--- src/rtl/counter_sched.sv ---
// counter_sched: round-robin arbiter lending one shared down-counter
// to NREQ requesters, with a done pulse on completion and abort on withdraw.
module counter_sched #(
    parameter int WIDTH = 4,
    parameter int NREQ  = 4
) (
    input  logic                  clk,
    input  logic                  rst,
    input  logic [NREQ-1:0]       req,
    input  logic [NREQ*WIDTH-1:0] req_len,
    output logic [NREQ-1:0]       grant,
    output logic [NREQ-1:0]       done,
    output logic                  busy,
    output logic [WIDTH-1:0]      count_out
);

    localparam int IDXW = $clog2(NREQ);

    typedef enum logic [1:0] {
        IDLE,
        RUN,
        DONE
    } state_t;

    state_t            state;
    state_t            state_nx;
    logic [IDXW-1:0]   win;
    logic [IDXW-1:0]   last_win;
    logic [IDXW-1:0]   pick;
    logic [WIDTH-1:0]  len_pick;
    logic              found;
    logic              owner_req;

    // Search upward from last_win+1 so the previous owner ranks last.
    always_comb begin
        found    = 1'b0;
        pick     = '0;
        len_pick = '0;
        for (int off = 1; off <= NREQ; off++) begin
            for (int j = 0; j < NREQ; j++) begin
                if (!found && req[j] &&
                    j == (int'(last_win) + off) % NREQ) begin
                    found    = 1'b1;
                    pick     = IDXW'(j);
                    len_pick = req_len[j*WIDTH +: WIDTH];
                end
            end
        end
    end

    assign owner_req = req[win];

    always_comb begin
        state_nx = state;
        unique case (state)
            IDLE: begin
                if (found)
                    state_nx = RUN;
            end
            RUN: begin
                if (!owner_req)
                    state_nx = IDLE;
                else if (count_out == '0)
                    state_nx = DONE;
            end
            DONE:    state_nx = IDLE;
            default: state_nx = IDLE;
        endcase
    end

    always_ff @(posedge clk or posedge rst) begin
        if (rst)
            state <= IDLE;
        else
            state <= state_nx;
    end

    always_ff @(posedge clk or posedge rst) begin
        if (rst) begin
            grant     <= '0;
            count_out <= '0;
            win       <= '0;
            last_win  <= IDXW'(NREQ - 1);
        end else begin
            unique case (state)
                IDLE: begin
                    if (found) begin
                        grant     <= {{(NREQ-1){1'b0}}, 1'b1} << pick;
                        count_out <= len_pick;
                        win       <= pick;
                    end
                end
                RUN: begin
                    // Withdrawal ends ownership; count_out keeps its value.
                    if (!owner_req) begin
                        grant    <= '0;
                        last_win <= win;
                    end else if (count_out != '0) begin
                        count_out <= count_out - WIDTH'(1);
                    end
                end
                DONE: begin
                    grant    <= '0;
                    last_win <= win;
                end
                default: ;
            endcase
        end
    end

    assign done = (state == DONE) ? grant : '0;
    assign busy = (state != IDLE);

endmodule

--- config.mk ---
export PLATFORM = sky130hd
export DESIGN_NAME = counter_sched
export DESIGN_NICKNAME = d
export VERILOG_FILES = /design/src/rtl/counter_sched.sv
export SDC_FILE = /design/constraint.sdc
export NUM_CORES = 1
export LEC_CHECK = 0
export BUFFER_PORTS_ARGS = -buffer_cell sky130_fd_sc_hd__buf_2
export CAP_MARGIN = 20
export CORE_MARGIN = 2
export CORE_UTILIZATION = 56
export CTS_CLUSTER_SIZE = 20
export DETAILED_ROUTE_END_ITERATION = 12
export PLACE_DENSITY = 0.84
export SLEW_MARGIN = 30
export SYNTH_ARGS = -nofsm -noshare
export SYNTH_HDL_FRONTEND = slang
export SYNTH_SLANG_ARGS = --single-unit
--- constraint.sdc ---
create_clock -name clk -period 2.14 [get_ports clk]
set_input_delay 0.107 -clock clk [delete_from_list [all_inputs] [get_ports clk]]
set_output_delay 0.107 -clock clk [all_outputs]
set_load 0.01 [all_outputs]
== Word-level counts from Yosys, hierarchy flattened ==
Cells that the tools add are included.
Storage, ports and cells
  word-level logic and storage cells: 164
  input bits: 22
  output and inout port bits: 13
  register bits after elaboration: 14
Operators by class
  shifts and indexed selects: 1
  reduce and logical (&&, ||, !) cells: 66
  eq/ne operators: 19
  bitwise logic cells: 4
  muxes and demuxes: 63
  magnitude comparators: 1
  add/subtract/negate cells: 5
Operator list (number)
  $logic_not 32->1: 4
  $mux 4: 22
  $mux 2: 18
  $logic_and 1x1->1: 31
  $eq 3x3->1 const A: 8
  $mux 1: 18
  $logic_not 1->1: 15
  $eq 2x3->1 const A: 4
  $pmux 4 s3: 1
  $ne 2x2->1 const B: 4
  $pmux 2 s2: 2
  $pmux 4 s2: 1
  $reduce_or 2->1: 4
  $reduce_and 2->1: 3
  $reduce_bool 2->1: 3
  $add 2x1->2 const B: 2
  $add 2x2->2 const B: 2
  $and 1x1->1 const A: 4
  $logic_not 4->1: 1
  $reduce_and 4->1: 1
  $reduce_bool 4->1: 1
  $shl 1x2->4 const A: 1
  $sub 4x1->4 const B: 1
  $lt 2x3->1 const B: 1
  other kinds (7): 7

== Longest topological paths before layout ==
  depth after elaboration: 69
  mapped depth: 8

== Worst setup path after synthesis ==
Ideal clock, no wire load.
  path kind: register to register
  from: reg count_out[0]
  to: reg count_out[2]
  cell stages (with the launch flop): 9
  clock period less this slack: 1998 ps
  data arrival time: 1856 ps
  path slack: 142 ps
  cell sequence: dfrtp_1 > inv_1 > ha_1 > or3b_2 > and3_1 > buf_6 > or2_4 > a32oi_1 > a41oi_1
On the way
  cells in the longest elaborated chain, start to end: 4
  elaborated cells between the ends (all ways): 7
  classes of those cells: add/sub (1); eq/ne (1); mux (3); reduce/logical (2)
RTL lines
  start, declared: RTL line 14  | output logic [WIDTH-1:0] count_out
  start signal, assigned: RTL line 89  | count_out <= len_pick;
  start signal, assigned: RTL line 99  | count_out <= count_out - WIDTH'(1);
  $sub 4x1->4: RTL line 99
  $mux 4: RTL line 98  | end else if (count_out != '0) begin
  $mux 4: RTL line 95  | if (!owner_req) begin
  $pmux 4 s2: RTL line 85  | unique case (state)
Parallel ways exist; a longest one is shown, timed or not. The select of a mux whose other input is x is not followed.
A chain may end at the register's enable or synchronous reset.

== Worst setup path in the final report ==
Same ends and word-level chain as after synthesis.

==> results.txt <==
Async SR Flop Fraction = 1.00
Syn Std Cell Area = 0.00174 mm²
Hold EP = count_out[3]$_DFFE_PP0P_
Share of layout cells above drive strength 1 = 0.271
EDFF count, synth = 0
GRT Overall Usage = 0.298
Fmax = 0.494 GHz
DR iter-0 viols = 265
R2R Setup Slk = 0.12 ns
Worst skew pair latency = 0.28 ns
PD cells = 1200 mW/mm²
Final setup violation count = 0
Sinks on Clock Net = 14
Sequential power share = 0.229
Worst vdd ir = 842 µV
Status = completed
Comb pwr share = 0.694
Final Max Tran Viols = 0
Inserted Clock Buffers = 3
Die X = 59.8 µm
Final count of hold timing violations = 0
DRC Markers = 0
Internal = 1280 µW
Post-Place Cells = 290
Vias = 2,039
FF-to-FF path depth = 7
H-tree depth = 1
RSZ-0062 raised after global routing = no
CP Capture Type = register
HPWL after DPL = 3.92 mm
Share of the synthesized area in the top cell type = 0.172
Die area = 0.00358 mm²
Setup crit start kind = register
First-pass GRT wire length = 8.20 mm
Commonest cells in the netlist = nand2_1, nand3_1, inv_1
Area grow syn2layout = 17.3%
Nets@finish = 291
LEAKAGE = 0.000883 µW
CTS tree = yes
Critical Path AT = 2.17 ns
Sequential-to-total area share from yosys stat = 0.202
Post-CTS Setup Inserts = 0
Post-synthesis area per instance = 7.82 µm²
Switch share = 0.479
Clk pwr share = 0.077
RePlAce Congestion = 1.08
CP max stage cell = or3b_2
CP required = 2.29 ns
Routed WL = 5.22 mm
RR Endpoint = count_out[2]$_DFFE_PP0P_
Drt wl/cell = 17.7 µm
R2r startpoint = count_out[0]$_DFFE_PP0P_
DR vias/cell = 6.91
Non-filler cells, final = 295
Synth Flop Type = dfrtp_1
Starting density of the core = 0.581
Max stage delay on crit path = 0.48 ns
DRT antenna net count = 0
Total power = 2460 µW
Crit Path Category = register to register
Fin crit period = 2.02 ns
Initial antenna violation count = 0
Vias in the first global route = 1,715
Congestion Overflow GR = 0
Hold_ws = 0.276 ns
Top cells by area, synth = dfrtp_1, nand3_1, ha_1, nand2_1, mux4_2
Post-synth top area cell = dfrtp_1
Syn_nets = 251
CTS root buf = clkbuf_4
Hold Path Class = input pin to register
Crit-path max FO = 9
Number of port buffers = 34
Synthesis Warnings = 0
Hold path startpoint = req_len[15]
# IOs = 35
Largest net degree at the start of global routing = 21
Net Sw Power = 1180 µW
Die Span Y = 59.8 µm
Synth unique cells = 58
Setup TNS = 0 ns
Antenna diode count = 0
Hold path cells = 3
Tightest Pin Transition = 0.629 ns
Relative slew slack = 0.575
Cells after Synth = 223
Yosys reg bits = 14
CTS Buffer Depth = 2
Drt pass-1 iters = 6
Max-Cap Viols = 0
Fin Clk Skew = 0.000770 ns
Top-count cell post-synth = nand2_1
CP bufs+invs = 1
CP delay by family, top = simple AND/OR/NAND/NOR gates
Clock slew at the register clock pins of the worst setup and hold paths = 0.08 ns
Cell Rows = 20
Cells along the critical path = inv_1 -> ha_1 -> or3b_2 -> and3_4 -> or2_4 -> a32oi_1 -> a41oi_1
Core area = 0.00300 mm²
Final Cycle Share = 0.946
-- metal layers --
layer	vias up	track usage	share of wire
met3	18	0.0476	0.099
met4	0	0.0921	0.021
met2	145	0.464	0.48
met1	948	0.421	0.40
li1	928	-	-
met5	-	0	0
-- registers in the layout (all words and copies together) (netlist names) --
name       flops
count_out      4
grant          4
last_win       2
state          2
win            2
-- cells in the final DEF, fill, tap and decap left out, types with 3 or more instances in the layout --
master     synthesis  routed
or4b_1             3       3
a32oi_1            3       3
nand2b_1           6       6
dfrtp_1           12      12
o2111ai_1          5       5
inv_1             15      15
nor2b_1            4       4
a211o_1            3       3
clkbuf_4           0       3
nand2_1           19      19
mux2_2             3       3
nand3_1           16      16
and3_1             5       4
a21oi_1            9       9
buf_4              0      17
nor4bb_1           3       3
ha_1               6       6
o21ai_0            6       6
nand3b_1           6       6
and2_1             5       5
nor3_1             5       5
nor2_1            11      11
mux4_2             3       3
nand4_1           10      10
buf_2              8      34
or3_1              3       3
-- layout make-up --
cell class	instances	area, µm²
Fill cell	256	957
Inverter	15	56.3
Clock buffer	4	36.3
Timing Repair Buffer	52	308
Sequential cell	14	353
Multi-Input combinational cell	177	1250
Tap cell	33	41.3
-- power groups by stage --
stage	logic [µW]	clock network, µW	registers (µW)
6_report	1710	190	564
5_1_grt	1840	206	587
4_1_cts	1640	199	564
3_5_place_dp	1620	0	569
3_3_place_gp	1600	0	559
2_1_floorplan	1170	0	552
-- cell families after synthesis --
group	share of synthesized area
AOI/OAI and AO/OA	0.240
adders and majority gates	0.0430
buffers and inverters	0.0832
DFF	0.202
muxes	0.0696
and+or+nand+nor	0.362
-- what timing repair did --
action	4_1_cts	5_1_grt
setup endpoints to repair	0	1
hold buffers	1	0
endpoints found under the hold margin	12	0
resized for setup	0	2
-- worst reg2reg max path: stages (launching register included) --
cell and delay (ns):
dfrtp_1 0.43, inv_1 0.10, ha_1 0.13, or3b_2 0.48, and3_4 0.24, or2_4 0.25
a32oi_1 0.20, a41oi_1 0.07
-- through the flow --
step / cell area (µm²) / util / setup slack (ns)
floorplan: 1740 / - / 0.142
global placement: 1990 / 0.664 / 0.155
detailed placement: 1990 / 0.664 / 0.0859
CTS: 2040 / 0.680 / 0.0484
global route: 2050 / 0.681 / 0.0154
finish: 2050 / 0.681 / 0.116
-- how the worst max path moves through the flow --
stage	start	to	cells past startpoint
final	count_out[0]$_DFFE_PP0P_	count_out[2]$_DFFE_PP0P_	7
after global routing	last_win[0]$_DFFE_PP1P_	grant[0]$_DFFE_PP0P_	6
after CTS	count_out[0]$_DFFE_PP0P_	count_out[2]$_DFFE_PP0P_	7
after detailed placement	count_out[0]$_DFFE_PP0P_	count_out[2]$_DFFE_PP0P_	7
after global placement	count_out[0]$_DFFE_PP0P_	count_out[2]$_DFFE_PP0P_	7
after floorplan	count_out[0]$_DFFE_PP0P_	count_out[2]$_DFFE_PP0P_	8
Power figures use the tool's default switching activity.
